<file path="config.mk">
export PLATFORM = sky130hd
export DESIGN_NAME = corelet_ctrl
export DESIGN_NICKNAME = d
export VERILOG_FILES = /design/src/rtl/corelet_ctrl.sv
export SDC_FILE = /design/constraint.sdc
export NUM_CORES = 1
export LEC_CHECK = 0
export CORE_AREA = 2 2 164 166
export DETAILED_ROUTE_END_ITERATION = 10
export DIE_AREA = 0 0 166 168
export DONT_BUFFER_PORTS = 1
export GPL_ROUTABILITY_DRIVEN = 0
export HOLD_SLACK_MARGIN = 0.03
export PLACE_DENSITY = 0.47
export SYNTH_ARGS = -nofsm -noshare
export SYNTH_HDL_FRONTEND = slang
export SYNTH_SLANG_ARGS = --single-unit
</file>
<file path="constraint.sdc">
create_clock -name clk -period 7.3 [get_ports clk]
set_input_delay 1.825 -clock clk [delete_from_list [all_inputs] [get_ports clk]]
set_output_delay 1.825 -clock clk [all_outputs]
set_load 0.005 [all_outputs]
</file>
<file path="src/rtl/corelet_ctrl.sv">
// corelet_ctrl
// ------------
// Memory-side sequencer for one weight-stationary corelet tile.
//
// A tile runs through these phases:
//   1. Fetch col weight words from activation SRAM into L0.
//   2. Replay them out of L0 as kernel-load instructions.
//   3. Wait for the PE array to settle.
//   4. Fetch num_x activation vectors into L0.
//   5. Replay them as execute instructions.
//   6. Drain num_x psum rows from the OFIFO into psum SRAM.
//   7. Pulse done.
//
// Ports:
//   clk, reset            clock; synchronous active-high reset
//   start                 one-cycle tile request, honoured only while idle
//   w_base/x_base/o_base  weight / activation / psum base addresses,
//                         captured when start is accepted
//   busy, done            busy from acceptance until the done cycle;
//                         done is a one-cycle pulse
//   xmem_*                activation SRAM read port (cen active-low,
//                         q valid one cycle after the read)
//   l0_wr/l0_rd/l0_wdata  L0 strobes and write data
//   ififo_*               unused in weight-stationary mode, tied low
//   inst_w                [0] kernel load, [1] execute, [2] always 0
//   ofifo_rd/valid/rdata  OFIFO read port (rdata valid with ofifo_rd)
//   pmem_*                psum SRAM write port (cen/wen active-low)
//   state_dbg             current FSM state, for checkers
//
// Handshake semantics: start is a request that is accepted only in IDLE
// and is otherwise dropped. An OFIFO row transfers in a cycle where both
// ofifo_valid and ofifo_rd are high. No backpressure is applied to the
// SRAMs; they accept every cycle.
//
// Optional feature (macro CORELET_CTRL_PERF_EN): adds perf_cycles, which
// counts tile cycles from acceptance through the done cycle, and
// perf_stall, which counts DRAIN cycles that wait on the OFIFO.
module corelet_ctrl #(
  parameter int bw      = 4,
  parameter int psum_bw = 16,
  parameter int col     = 8,
  parameter int row     = 8,
  parameter int num_x   = 16,
  parameter int addr_bw = 11,
  parameter int settle  = row + col
) (
  input  logic                     clk,
  input  logic                     reset,
  input  logic                     start,
  input  logic [addr_bw-1:0]       w_base,
  input  logic [addr_bw-1:0]       x_base,
  input  logic [addr_bw-1:0]       o_base,
  output logic                     busy,
  output logic                     done,
  output logic                     xmem_cen,
  output logic [addr_bw-1:0]       xmem_addr,
  input  logic [bw*row-1:0]        xmem_q,
  output logic                     l0_wr,
  output logic                     l0_rd,
  output logic [bw*row-1:0]        l0_wdata,
  output logic                     ififo_wr,
  output logic                     ififo_rd,
  output logic [bw*row-1:0]        ififo_wdata,
  output logic [2:0]               inst_w,
  output logic                     ofifo_rd,
  input  logic                     ofifo_valid,
  input  logic [psum_bw*col-1:0]   ofifo_rdata,
  output logic                     pmem_cen,
  output logic                     pmem_wen,
  output logic [addr_bw-1:0]       pmem_addr,
  output logic [psum_bw*col-1:0]   pmem_d,
  output logic [2:0]               state_dbg
`ifdef CORELET_CTRL_PERF_EN
  ,
  output logic [31:0]              perf_cycles,
  output logic [15:0]              perf_stall
`endif
);

  // Phase counter must hold col, settle-1 and num_x.
  localparam int MAX_N  = (col > settle) ? ((col > num_x) ? col : num_x)
                                         : ((settle > num_x) ? settle : num_x);
  localparam int CNT_W  = $clog2(MAX_N + 1);
  localparam int XCNT_W = $clog2(num_x + 1);

  localparam logic [CNT_W-1:0]  COL_N       = CNT_W'(col);
  localparam logic [CNT_W-1:0]  COL_LAST    = CNT_W'(col - 1);
  // A zero settle still spends one cycle in SETTLE.
  localparam logic [CNT_W-1:0]  SETTLE_LAST = CNT_W'((settle > 0) ? settle - 1 : 0);
  localparam logic [CNT_W-1:0]  X_N         = CNT_W'(num_x);
  localparam logic [CNT_W-1:0]  X_LAST      = CNT_W'(num_x - 1);
  localparam logic [XCNT_W-1:0] ROWS_N      = XCNT_W'(num_x);
  localparam logic [XCNT_W-1:0] ROWS_LAST   = XCNT_W'(num_x - 1);

  typedef enum logic [2:0] {
    S_IDLE    = 3'd0,
    S_W_FETCH = 3'd1,
    S_W_LOAD  = 3'd2,
    S_SETTLE  = 3'd3,
    S_X_FETCH = 3'd4,
    S_EXEC    = 3'd5,
    S_DRAIN   = 3'd6,
    S_DONE    = 3'd7
  } state_t;

  state_t                   state, state_next;
  logic [CNT_W-1:0]         cnt;
  logic [addr_bw-1:0]       w_base_r, x_base_r, o_base_r;
  logic [XCNT_W-1:0]        rd_cnt;      // OFIFO rows read this tile
  logic [XCNT_W-1:0]        wr_cnt;      // psum rows written this tile
  logic                     wr_pending;  // a row read last cycle must be written now
  logic [psum_bw*col-1:0]   wr_data;
  logic [addr_bw-1:0]       fetch_base;
  logic [CNT_W-1:0]         fetch_n;

  assign state_dbg   = state;
  assign ififo_wr    = 1'b0;
  assign ififo_rd    = 1'b0;
  assign ififo_wdata = '0;

  always_ff @(posedge clk) begin
    if (reset) begin
      state      <= S_IDLE;
      cnt        <= '0;
      w_base_r   <= '0;
      x_base_r   <= '0;
      o_base_r   <= '0;
      rd_cnt     <= '0;
      wr_cnt     <= '0;
      wr_pending <= 1'b0;
      wr_data    <= '0;
    end else begin
      state <= state_next;
      // cnt is the cycle index within the current phase.
      if (state == S_IDLE || state == S_DRAIN || state_next != state)
        cnt <= '0;
      else
        cnt <= cnt + 1'b1;

      if (state == S_IDLE && start) begin
        w_base_r <= w_base;
        x_base_r <= x_base;
        o_base_r <= o_base;
        rd_cnt   <= '0;
        wr_cnt   <= '0;
      end else begin
        if (ofifo_rd)   rd_cnt <= rd_cnt + 1'b1;
        if (wr_pending) wr_cnt <= wr_cnt + 1'b1;
      end

      // The OFIFO row is only valid in its read cycle, so hold it one
      // cycle for the psum write.
      wr_pending <= ofifo_rd;
      if (ofifo_rd) wr_data <= ofifo_rdata;
    end
  end

  always_comb begin
    state_next = state;
    busy       = 1'b0;
    done       = 1'b0;
    xmem_cen   = 1'b1;
    xmem_addr  = '0;
    l0_wr      = 1'b0;
    l0_rd      = 1'b0;
    l0_wdata   = '0;
    inst_w     = 3'b000;
    ofifo_rd   = 1'b0;
    pmem_cen   = 1'b1;
    pmem_wen   = 1'b1;
    pmem_addr  = '0;
    pmem_d     = '0;
    fetch_base = (state == S_W_FETCH) ? w_base_r : x_base_r;
    fetch_n    = (state == S_W_FETCH) ? COL_N : X_N;

    busy = (state != S_IDLE) && (state != S_DONE);

    unique case (state)
      S_IDLE: begin
        if (start) state_next = S_W_FETCH;
      end

      // Reads in cycles 0..N-1; the SRAM returns each word one cycle
      // later, so L0 writes occupy cycles 1..N.
      S_W_FETCH, S_X_FETCH: begin
        if (cnt < fetch_n) begin
          xmem_cen  = 1'b0;
          xmem_addr = fetch_base + addr_bw'(cnt);
        end
        if (cnt != '0) begin
          l0_wr    = 1'b1;
          l0_wdata = xmem_q;
        end
        if (cnt == fetch_n)
          state_next = (state == S_W_FETCH) ? S_W_LOAD : S_EXEC;
      end

      S_W_LOAD: begin
        l0_rd  = 1'b1;
        inst_w = 3'b001;
        if (cnt == COL_LAST) state_next = S_SETTLE;
      end

      S_SETTLE: begin
        if (cnt == SETTLE_LAST) state_next = S_X_FETCH;
      end

      S_EXEC: begin
        l0_rd  = 1'b1;
        inst_w = 3'b010;
        if (cnt == X_LAST) state_next = S_DRAIN;
      end

      S_DRAIN: begin
        ofifo_rd = ofifo_valid && (rd_cnt < ROWS_N);
        if (wr_pending) begin
          pmem_cen  = 1'b0;
          pmem_wen  = 1'b0;
          pmem_addr = o_base_r + addr_bw'(wr_cnt);
          pmem_d    = wr_data;
          if (wr_cnt == ROWS_LAST) state_next = S_DONE;
        end
      end

      S_DONE: begin
        done       = 1'b1;
        state_next = S_IDLE;
      end

      default: state_next = S_IDLE;
    endcase
  end

`ifdef CORELET_CTRL_PERF_EN
  always_ff @(posedge clk) begin
    if (reset) begin
      perf_cycles <= '0;
      perf_stall  <= '0;
    end else if (state == S_IDLE) begin
      if (start) begin
        perf_cycles <= '0;
        perf_stall  <= '0;
      end
    end else begin
      perf_cycles <= perf_cycles + 1'b1;
      if (state == S_DRAIN && !ofifo_valid && rd_cnt < ROWS_N)
        perf_stall <= perf_stall + 1'b1;
    end
  end
`endif

endmodule

</file>
### After elaboration in Yosys (flattened, before gate mapping)

Cells that the tools add are included.

* bits in registers: 180
* bits of input ports: 197
* output and inout port bits: 230
* logic and storage cells: 70

* $add $sub $neg: 5
* magnitude comparators: 2
* eq/ne operators: 13
* multiplexer cells: 29
* reduce and logical (&&, ||, !) cells: 12

Operators with widths (number)
* 128-bit two-way mux: 2
* 32-bit two-way mux: 2
* 11-bit two-way mux: 5
* 3-bit two-way mux: 8
* 11-bit by 5-bit adder with 11-bit output: 2
* 3-bit one-hot mux with 7 select lines: 1
* 5-bit by 1-bit adder with 5-bit output (second input constant): 3
* 3-bit equality test (second input constant): 4
* 5-bit by 4-bit equality test with 1-bit output (second input constant): 2
* 1-bit two-way mux: 9
* 2-bit OR reduction: 4
* 3-bit by 2-bit equality test with 1-bit output (second input constant): 2
* 5-bit by 3-bit equality test with 1-bit output (second input constant): 1
* 5-bit equality test: 1
* 5-bit less-than comparator: 1
* 5-bit less-than comparator (second input constant): 1
* 5-bit two-way mux: 1
* 5-bit nonzero test: 1
* 2-bit one-hot mux with 2 select lines: 1
* 3-bit by 1-bit equality test with 1-bit output (second input constant): 1
* 1-bit logical AND: 3
* 3-bit zero test: 1
* 3-bit inequality test: 1
* 3-bit inequality test (second input constant): 1
* 2 further kinds: 3

### Longest topological paths before layout

Gate-level depths: netlist (run 1).

* word-level depth: 8
* mapped depth: 10
* gate-level depth less buffers: 8

### Least setup slack after synthesis (run 1)

No wires, ideal clock.

* path type: flip-flop to output port
* start: reg state[0], in the netlist state_dbg[0]
* end: out xmem_addr[10]
* data arrival time: 2795 ps
* required time: 5475 ps
* slack: 2680 ps
* stages on the path, launching flop included: 11
* path buffers: 2
* path through: dfxtp_1 buf_6 nor3b_4 buf_6 mux2_2 ha_1 fa_1 a211o_1 a21oi_1 a211oi_1 mux2i_1

* longest elaborated chain between the ends: 5
* elaborated cells on any way between the ends: 9
* those cells by class: add/sub: 1; order compare: 1; eq/ne: 2; mux: 4; reduce/logical: 1

Ends and longest elaborated chain
* start, declared: RTL line 106 `state_t state, state_next;`
* start signal, assigned: RTL line 133 `state <= state_next;`
* 3-bit by 1-bit equality test with 1-bit output: RTL line 173, 174, 178
* 11-bit two-way mux / 5-bit two-way mux (equally long branches): RTL line 173, 174
* 11-bit by 5-bit adder with 11-bit output / 5-bit less-than comparator (equally long branches): RTL line 188, 186
* 11-bit two-way mux: RTL line 186 `if (cnt < fetch_n) begin`
* 11-bit two-way mux (*): RTL line 178 `unique case (state)`
* end, declared: RTL line 56 `output logic [addr_bw-1:0] xmem_addr,`

Every way passes the cells marked *; elsewhere a longest branch is shown, timed or not.

### Worst setup path in the final report (run 1)

Ends and elaborated chain as after synthesis.

==> results of run 1 <==
-- stage by stage --
step                      cell area, µm²  setup slack, ns  utilization
after floorplan                     8950             2.68            -
after global placement              8820             1.93        0.335
after detailed placement            8820             1.87        0.335
after CTS                           9420             1.39        0.357
after global routing                9420             1.05        0.358
final                               9420             1.42        0.358
-- final timing paths --
check        cells past startpoint  slack, ns            end          from
max                              8       1.42  xmem_addr[10]  state_dbg[0]
min                              2       0.45   wr_data[107]  wr_data[107]
max reg2reg                      6       4.05         cnt[3]  state_dbg[0]
min reg2reg                      2       0.45   wr_data[107]  wr_data[107]
-- sequential cells by signal, summed over array words and instances, names as in the netlist --
register and cells:
cnt 5, wr_pending 1, rd_cnt 5, w_base_r 11, wr_data 128, wr_cnt 5, x_base_r 11, o_base_r 11
state_dbg 3
-- layout make-up --
| type | count | share of cell area |
|---|---|---|
| Clock buffer | 18 | 0.0456 |
| Sequential cell | 180 | 0.383 |
| Inverter | 9 | 0.00385 |
| Timing Repair Buffer | 5 | 0.00398 |
| Multi-Input combinational cell | 888 | 0.500 |
| Clock inverter | 14 | 0.0181 |
| Tap cell | 341 | 0.0453 |
| Antenna cell | 1 | 0.000266 |
-- logic make-up after synthesis --
family,synth area share
flops,0.408
compound gates,0.126
other cells,0.000425
xor+xnor,0.0129
fa+ha+maj,0.0301
mux,0.0252
buf+inv,0.0736
simple gates,0.323
-- critical path: stages (launching register included) --
cell,delay [ns]
dfxtp_1,0.77
nor3b_4,0.81
mux2_2,0.42
ha_1,0.22
fa_1,0.43
a211o_1,0.30
a21oi_1,0.33
a211oi_1,0.11
mux2i_1,0.23
-- cell usage after synthesis, drive strengths merged (4+ instances only) --
library cell and number:
xnor2 7, nor3 11, mux2i 11, and3 9
nor4 4, ha 18, xor2 6, a21o 4
nor3b 6, buf 55, clkbuf 62, dfxtp 180
a211oi 8, nand2 338, nand2b 5, a21oi 170
nor2 21, and2 170, mux2 10, inv 7
o21ai 7, nand3 5, nor2b 6
-- per-layer routing --
layer,wire length [µm],global-route usage,part of all wire
met5,12,0,0.00048
met4,573,0.0609,0.023
met3,1630,0.0487,0.065
met2,12000,0.278,0.48
met1,10700,0.212,0.43
-- power groups by stage --
stage,clock [mW],combinational (mW),sequential (mW)
2_1_floorplan,0,0.246,1.05
3_3_place_gp,0,0.246,1.08
3_5_place_dp,0,0.247,1.08
4_1_cts,0.980,0.249,1.06
5_1_grt,1.02,0.276,1.06
6_report,0.942,0.243,1.06
==> reports/results.tsv, run 1 <==
stage	metric	value	unit
pwr	P_sw	0.666	mW
clock_network	clk sink count	180	
flow_run	Max Cap Viol	0	
cells_and_area	commonest non-fill, non-tap cell in the layout	nand2_1	
global_route	initial antenna violation count	2	
synth	FF+latch count, synth	180	
synth	syn avg cell area	7.61	µm²
pwr	combinational power share	0.109	
sta	final hold slack	0.450	ns
sta	f_max	0.170	GHz
detailed_routing	Iteration-0 DRC Markers	442	
pwr	Leakage	3.35	nW
critical_path	CP endpoint kind	output port	
pwr	Power Dens Cells	238	nW/µm²
outcome	status	complete, no violations	
critical_path	crit-path max FO	19	
synth	Synth Flop Type	dfxtp_1	
global_route	GRT overflow	0	
sta	Slew Viols, Final	0	
floorplanning	Die Span X	166	µm
detailed_routing	total wire length	25000	µm
clock_network	post-CTS setup buffer count	0	
critical_path	crit path launch type	flop	
critical_path	Setup CP Type	reg -> out	
sta	final setup violation count	0	
clock_network	clock buffer depth	2	
floorplanning	num ports	427	
cells_and_area	Area Overhead vs Synth	6.76	%
cells_and_area	Final Instance Count excl. Fillers	1456	
sta	Hold Fails Final Rpt	0	
cells_and_area	share of layout cells above drive strength 1	0.0503	
synth	sequential fraction of the synthesis area	0.408	
cells_and_area	# nets final	1318	
synth	area leader, netlist	dfxtp_1	
pwr	Net Sw Frac	0.297	
clock_network	Reg clk slew, reported paths	0.07	ns
cells_and_area	Filler cells	2867	
synth	Ys Warns	0	
clock_network	CTS tree	built	
placement	Port-buffer cells	0	
pwr	power share of the sequential group	0.471	
global_route	vias in the first global route	6753	
synth	cells after synthesis	1160	
critical_path	Arr. time, crit path	4.05	ns
pwr	Pint	1.58	mW
global_route	first-pass GRT wire length	38000	µm
sta	Final period util	0.805	
pwr	Total Power	2.24	mW
floorplanning	Core Region	26400	µm²
global_route	GRT Util Overall	0.169	
sta	setup_tns	0	ns
synth	Synth async-reset ratio	0	
floorplanning	row count	60	
cells_and_area	most frequent cells in the layout	nand2_1, dfxtp_1, a21oi_1, and2_1, conb_1	
cells_and_area	multi-input logic area	4710	µm²
critical_path	Crit path required time	5.48	ns
synth	Synth area leaders	dfxtp_1, nand2_1, and2_1	
global_route	maximum number of pins on one net before global-route repair	167	
clock_network	number of CTS-inserted buffers	17	
clock_network	clock root cell	clkbuf_16	
detailed_routing	Via Count	7156	
detailed_routing	DR WL/cell	17.1	µm
detailed_routing	Antenna Nets Post-Route	0	
synth	post-synth top area share	0.408	
sta	Worst-Margin Slew	1.21	ns
sta	min Tclk post-route	5.88	ns
cells_and_area	FF+latch area	3600	µm²
floorplanning	full die area	27900	µm²
detailed_routing	vias per cell	4.91	
hold_path	Hold Crit Class	reg -> reg	
floorplanning	Starting Density	0.335	
detailed_routing	Post-route DRC	0	
synth	number of flops mapped to enable cells by yosys	0	
detailed_routing	First-pass DRT Iterations	4	
clock_network	worst skew pair latency	0.44	ns
clock_network	post-CTS resize count	0	
placement	dpl cells	1423	
synth	synth unique cells	53	
sta	unrepaired setup endpoints after global routing	false	
placement	DPL Wire Length	16800	µm
floorplanning	Die Span Y	168	µm
clock_network	H-Tree Depth	4	
synth	Post-Syn Area	8820	µm²
pwr	clock power share	0.420	
sta	Final Skew	0.0182	ns
pwr	maximum VDD drop	0.120	mV
sta	relative slew slack	0.186	
clock_network	Hold Buf Count CTS	0	
No activity file was read; power rests on OpenSTA's default activity.
==> run 2: changes to the inputs <==
CORE_AREA = 2 2 166 168   (was 2 2 164 166)
DIE_AREA = 0 0 168 170   (was 0 0 166 168)
PLACE_DENSITY = 0.46   (was 0.47)
clock period = 6.15 ns   (was 7.3 ns; I/O delays follow)
==> run 2 against run 1 <==
Count of clock-buffer cells in the layout unchanged. Via count decreased by 0.81%. Clock skew is 0.0024 ns lower. Wire length up 2.0%. Die area rose by 2.4%. Clock power grew 17%. Combinational power is 26% higher. Final cell count increased by 0.21%. Largest cell class unchanged. First-iteration DRC count is 17% lower. Total power rose by 18%. Largest power group unchanged.
==> reports/results.tsv, run 2 (synthesis gave the netlist of run 1 again) <==
stage	metric	value	unit	change
critical_path	crit path launch type	flop		unchanged
outcome	status	complete, no violations		unchanged
detailed_routing	DR WL/cell	17.4	µm	was 17.1 µm
hold_path	Hold Crit Class	reg -> reg		unchanged
sta	Final period util	0.829		
cells_and_area	Final Instance Count excl. Fillers	1459		was 1456
clock_network	clock root cell	clkbuf_16		unchanged
cells_and_area	most frequent cells in the layout	nand2_1, dfxtp_1, a21oi_1, and2_1, conb_1		unchanged
detailed_routing	met3 routed WL	1880	µm	was 1630 µm
floorplanning	row count	60		unchanged
floorplanning	num ports	427		unchanged
clock_network	post-CTS setup buffer count	0		unchanged
global_route	maximum number of pins on one net before global-route repair	167		unchanged
clock_network	H-Tree Depth	4		unchanged
clock_network	Reg clk slew, reported paths	0.08	ns	was 0.07 ns
sta	f_max	0.196	GHz	
critical_path	CP endpoint kind	output port		unchanged
detailed_routing	First-pass DRT Iterations	5		was 4
floorplanning	Die Span Y	170	µm	was 168 µm
critical_path	Crit path required time	4.61	ns	was 5.48 ns
sta	Worst-Margin Slew	1.22	ns	was 1.21 ns
critical_path	crit-path max FO	18		was 19
sta	setup_tns	0	ns	unchanged
floorplanning	Die Span X	168	µm	was 166 µm
global_route	initial antenna violation count	2		unchanged
detailed_routing	total wire length	25400	µm	was 25000 µm
detailed_routing	Post-route DRC	0		unchanged
sta	relative slew slack	0.185		was 0.186
cells_and_area	share of layout cells above drive strength 1	0.0520		was 0.0503
cells_and_area	multi-input logic area	4710	µm²	unchanged
detailed_routing	vias per cell	4.86		was 4.91
clock_network	number of CTS-inserted buffers	17		unchanged
cells_and_area	# nets final	1320		was 1318
placement	dpl cells	1425		was 1423
sta	Hold Fails Final Rpt	0		unchanged
sta	final setup violation count	0		unchanged
placement	Port-buffer cells	0		unchanged
detailed_routing	top layer in use	met4		was met5
cells_and_area	Top reg by flops	wr_data		unchanged
pwr	Power Dens Cells	281	nW/µm²	was 238 nW/µm²
pwr	Total Power	2.65	mW	was 2.24 mW
cells_and_area	Filler cells	2886		was 2867
floorplanning	Core Region	26700	µm²	was 26400 µm²
detailed_routing	M1 WL	10800	µm	was 10700 µm
critical_path	Arr. time, crit path	3.56	ns	was 4.05 ns
clock_network	Hold Buf Count CTS	0		unchanged
critical_path	CP max stage cell	dfxtp_1		was nor3b_4
pwr	Leakage	3.36	nW	was 3.35 nW
floorplanning	full die area	28600	µm²	was 27900 µm²
critical_path	Setup CP Type	reg -> out		unchanged
sta	min Tclk post-route	5.10	ns	
cells_and_area	commonest non-fill, non-tap cell in the layout	nand2_1		unchanged
clock_network	CTS tree	built		unchanged
global_route	first-pass GRT wire length	38200	µm	was 38000 µm
global_route	GRT overflow	0		unchanged
critical_path	Critical Path, Cell by Cell	nor3b_4 -> buf_4 -> mux2_2 -> ha_1 -> fa_1 -> a211o_1 -> a21oi_1 -> a211oi_1 -> mux2i_1		was nor3b_4 -> mux2_2 -> ha_1 -> fa_1 -> a211o_1 -> a21oi_1 -> a211oi_1 -> mux2i_1
placement	DPL Wire Length	17100	µm	was 16800 µm
cells_and_area	post-layout util	0.354		was 0.358
hold_path	Min-Delay Path Depth	2		unchanged
flow_run	Max Cap Viol	0		unchanged
pwr	maximum VDD drop	0.150	mV	was 0.120 mV
cells_and_area	Area Overhead vs Synth	6.86	%	was 6.76%
clock_network	worst skew pair latency	0.42	ns	was 0.44 ns
global_route	vias in the first global route	6741		was 6753
sta	unrepaired setup endpoints after global routing	false		unchanged
clock_network	clk sink count	180		unchanged
critical_path	max incr delay on CP	0.57	ns	was 0.81 ns
cells_and_area	max reg flops	128		unchanged
clock_network	post-CTS resize count	0		unchanged
sta	Final Skew	0.0158	ns	was 0.0182 ns
sta	Slew Viols, Final	0		unchanged
global_route	GRT Util Overall	0.169		about the same
detailed_routing	met2 WL	12300	µm	was 12000 µm
detailed_routing	Iteration-0 DRC Markers	368		was 442
cells_and_area	FF+latch area	3600	µm²	unchanged
clock_network	clock buffer depth	2		unchanged
detailed_routing	Via Count	7098		was 7156
critical_path	Reg2Reg Depth	6		unchanged
detailed_routing	Antenna Nets Post-Route	0		unchanged
floorplanning	Starting Density	0.331		was 0.335
==> run 2: changes by cell type in the layout (fill, tap and decap cells not counted), sizes merged <==
cell	change
buf	+2
clkinv	+1
clkinvlp	+1
diode	+1
inv	-2
==> run 2: area by class of cell <==
cell class	instances	share of cell area
Timing Repair Buffer	7	0.00557
Multi-Input combinational cell	888	0.500
Inverter	9	0.00385
Tap cell	341	0.0452
Clock buffer	18	0.0455
Antenna cell	2	0.000531
Clock inverter	14	0.0171
Sequential cell	180	0.382
==> run 2: worst paths after layout <==
kind | from | end | slack [ns]
setup / recovery | state_dbg[2] | xmem_addr[10] | 1.05
hold / removal | wr_data[68] | wr_data[68] | 0.45
setup reg to reg | state_dbg[1] | wr_data[25] | 2.71
hold reg to reg | wr_data[68] | wr_data[68] | 0.45
==> run 2: layer usage <==
| metal | vias to the layer above | track usage |
|---|---|---|
| li1 | 3575 | - |
| met1 | 3272 | 0.202 |
| met2 | 228 | 0.285 |
| met3 | 23 | 0.0581 |
| met4 | 0 | 0.0537 |
| met5 | - | 0 |
==> run 2: stage by stage <==
| stage | hold slack (ns) | area (µm²) | worst slack (ns) |
|---|---|---|---|
| detailed placement | 0.439 | 8830 | 1.52 |
| global placement | 0.436 | 8830 | 1.57 |
| finish | 0.450 | 9430 | 1.05 |
| CTS | 0.450 | 9420 | 1.04 |
| floorplan | 0.432 | 8950 | 1.82 |
| global route | 0.468 | 9420 | 0.830 |
==> run 2: where the power goes <==
| part | total [mW] | leakage [nW] | switching [mW] | internal (mW) |
|---|---|---|---|---|
| Clock | 1.10 | 0.284 | 0.549 | 0.549 |
| Combinational | 0.305 | 1.62 | 0.187 | 0.118 |
| Sequential | 1.24 | 1.45 | 0.0429 | 1.20 |
==> run 2: critical path, delay by kind of cell (launching register included) <==
kind | cells | cell delay, ns
AO/OA/AOI/OAI | 3 | 0.74
adder cells (fa/ha/maj) | 2 | 0.65
multiplexers | 2 | 0.62
flip-flops | 1 | 0.57
AND/OR/NAND/NOR | 1 | 0.27
buffers and inverters | 1 | 0.27
==> run 3: changes to the inputs <==
ABC_AREA = 1   (was not set)
CORE_AREA = 2 2 164 166   (was 2 2 166 168)
DIE_AREA = 0 0 166 168   (was 0 0 168 170)
PLACE_DENSITY = 0.48   (was 0.46)
clock period = 4.8 ns   (was 6.15 ns; I/O delays follow)
==> run 3 against run 2 <==
Global-route usage increased by 2.3 points. Clock skew about the same. Count of clock-buffer cells in the layout stayed put. Design area is 2.0% higher. Sequential cell count did not move. Non-clock buffer count rose by 3.
==> reports/results.tsv, run 3 <==
stage	metric	value	unit	change
clock_network	post-CTS setup buffer count	0		unchanged
cells_and_area	n_diodes	0		was 2
outcome	status	complete, no violations		unchanged
synth	FF+latch count, synth	180		unchanged
placement	Port-buffer cells	0		unchanged
cells_and_area	final instance area	9610	µm²	was 9430 µm²
sta	Final period util	0.858		
global_route	initial antenna violation count	0		was 2
cells_and_area	Top reg by flops	wr_data		unchanged
cells_and_area	Area Overhead vs Synth	5.75	%	was 6.86%
sta	Slew Viols, Final	0		unchanged
synth	Ys Warns	0		unchanged
hold_path	Hold Crit Class	reg -> reg		unchanged
synth	Post-Syn Area	9090	µm²	was 8820 µm²
critical_path	Crit path required time	3.60	ns	was 4.61 ns
sta	final setup violation count	0		unchanged
global_route	busiest layer in global routing	met2		unchanged
critical_path	CP endpoint kind	output port		unchanged
cells_and_area	commonest non-fill, non-tap cell in the layout	nor2_1		was nand2_1
synth	Synth area leaders	dfxtp_1, nor2_1, nand2_1		was dfxtp_1, nand2_1, and2_1
sta	relative slew slack	0.344		was 0.185
pwr	Power Dens Cells	326	nW/µm²	was 281 nW/µm²
synth	cells after synthesis	1408		was 1160
placement	DPL Wire Length	19800	µm	was 17100 µm
pwr	maximum VDD drop	0.156	mV	was 0.150 mV
critical_path	crit path launch type	flop		unchanged
clock_network	clock buffer depth	2		unchanged
global_route	GRT overflow	0		unchanged
sta	f_max	0.243	GHz	
placement	pre-CTS WS	1.17	ns	was 1.52 ns
synth	area leader, netlist	dfxtp_1		unchanged
floorplanning	Die Span X	166	µm	was 168 µm
placement	dpl cells	1667		was 1425
detailed_routing	DR WL/cell	16.9	µm	was 17.4 µm
synth	syn avg cell area	6.46	µm²	was 7.61 µm²
sta	Hold Fails Final Rpt	0		unchanged
synth	synth unique cells	34		was 53
cells_and_area	share of layout cells above drive strength 1	0.0449		was 0.0520
global_route	GR Layer Usage met3	0.0623		was 0.0581
clock_network	number of CTS-inserted buffers	17		unchanged
sta	final hold slack	0.458	ns	was 0.450 ns
cells_and_area	# nets final	1562		was 1320
synth	Synth Flop Type	dfxtp_1		unchanged
sta	final worst slack	0.682	ns	was 1.05 ns
floorplanning	num ports	427		unchanged
floorplanning	Core Region	26400	µm²	was 26700 µm²
global_route	met1 Track Usage GR	0.221		was 0.202
sta	unrepaired setup endpoints after global routing	false		unchanged
pwr	Leakage	3.94	nW	was 3.36 nW
clock_network	Reg clk slew, reported paths	0.07	ns	was 0.08 ns
floorplanning	Starting Density	0.345		was 0.331
sta	Worst-Margin Slew	0.983	ns	was 1.22 ns
critical_path	Arr. time, crit path	2.92	ns	was 3.56 ns
pwr	Total Power	3.14	mW	was 2.65 mW
detailed_routing	total wire length	28700	µm	was 25400 µm
detailed_routing	First-pass DRT Iterations	5		unchanged
global_route	grt met2 use	0.337		was 0.285
clock_network	worst skew pair latency	0.44	ns	was 0.42 ns
floorplanning	Die Span Y	168	µm	was 170 µm
clock_network	post-CTS resize count	0		unchanged
detailed_routing	Via Count	8301		was 7098
sta	Final Skew	0.0158	ns	about the same
global_route	first-pass GRT wire length	42900	µm	was 38200 µm
cells_and_area	max reg flops	128		unchanged
placement	area of placed instances	9030	µm²	was 8830 µm²
critical_path	crit-path max FO	23		was 18
global_route	GRT Util Overall	0.192		was 0.169
synth	sequential fraction of the synthesis area	0.396		was 0.408
synth	number of flops mapped to enable cells by yosys	0		unchanged
detailed_routing	vias per cell	4.89		was 4.86
synth	most frequent cell after synthesis	nor2_1		was nand2_1
cells_and_area	Final Instance Count excl. Fillers	1699		was 1459
detailed_routing	Post-route DRC	0		unchanged
sta	min Tclk post-route	4.12	ns	
clock_network	CTS tree	built		unchanged
detailed_routing	Iteration-0 DRC Markers	573		was 368
synth	post-synth top area share	0.396		was 0.408
sta	setup_tns	0	ns	unchanged
cells_and_area	post-layout util	0.365		was 0.354
global_route	vias in the first global route	7628		was 6741
floorplanning	row count	60		unchanged
flow_run	Max Cap Viol	0		unchanged
clock_network	clock root cell	clkbuf_16		unchanged
clock_network	Hold Buf Count CTS	0		unchanged
clock_network	H-Tree Depth	4		unchanged
critical_path	Setup CP Type	reg -> out		unchanged
detailed_routing	Antenna Nets Post-Route	0		unchanged
cells_and_area	most frequent cells in the layout	nor2_1, nand2_1, dfxtp_1		was nand2_1, dfxtp_1, a21oi_1, and2_1, conb_1
clock_network	clk sink count	180		unchanged
synth	Post-synth top cells	nor2_1, nand2_1, dfxtp_1		was nand2_1, dfxtp_1, a21oi_1, and2_1, clkbuf_1
synth	Synth async-reset ratio	0		unchanged
global_route	maximum number of pins on one net before global-route repair	85		was 167
floorplanning	full die area	27900	µm²	was 28600 µm²
[run 3: cell count changes in the layout (fill, tap and decap cells not counted), sizes merged, moves of 7 or more]
cell    previous run  this run
a211oi             8         1
and2             170         0
mux2i             11         0
nor3              11         3
inv               15       100
nor2              21       471
nand2            338       236
and3               9         1
o21ai              7       172
a21oi            170        57
mux2              10         0
nand3              5        32
[run 3: worst paths after layout]
path                                    from           end  slack, ns  depth (start not counted)
worst min register to register   w_base_r[0]   w_base_r[0]       0.46                          2
worst min-delay path             w_base_r[0]   w_base_r[0]       0.46                          2
worst max register to register  state_dbg[2]   wr_data[12]       2.08                          7
worst max-delay path            state_dbg[2]  xmem_addr[6]       0.68                         12
[run 3: logic make-up after synthesis]
family,synth area share
XOR/XNOR,0.00578
buffers and inverters,0.115
AO/OA/AOI/OAI,0.130
other,0.000412
flip-flops,0.396
adder cells (fa/ha/maj),0.0292
AND/OR/NAND/NOR,0.323
[run 3: final cells by class]
class                      count  area [µm²]
clock inverter                14         155
sequential                   180        3610
clock buffer                  18         429
inverter                      92         349
fill                        2940       16700
tap                          341         427
multi-input combinational   1044        4570
timing repair buffer          10        75.1
[run 3: power breakdown]
part           switching [mW]  internal, mW
registers              0.0172          1.52
clock network           0.700         0.702
logic                   0.144        0.0550
[run 3: critical path, stage by stage, from the launching register on]
cell	delay (ns)
dfxtp_1	0.64
inv_2	0.15
nand2_4	0.24
o21ai_0	0.12
ha_1	0.24
fa_1	0.42
nand3_1	0.09
nand2_1	0.08
nand2_1	0.09
nand2_1	0.05
nand2_1	0.10
o21ai_0	0.08
a21oi_1	0.18
[run 3: per-layer routing]
metal	wire [µm]	vias up
li1	-	4192
met1	11900	3773
met2	14000	301
met3	2240	35
met4	652	0
met5	0	-
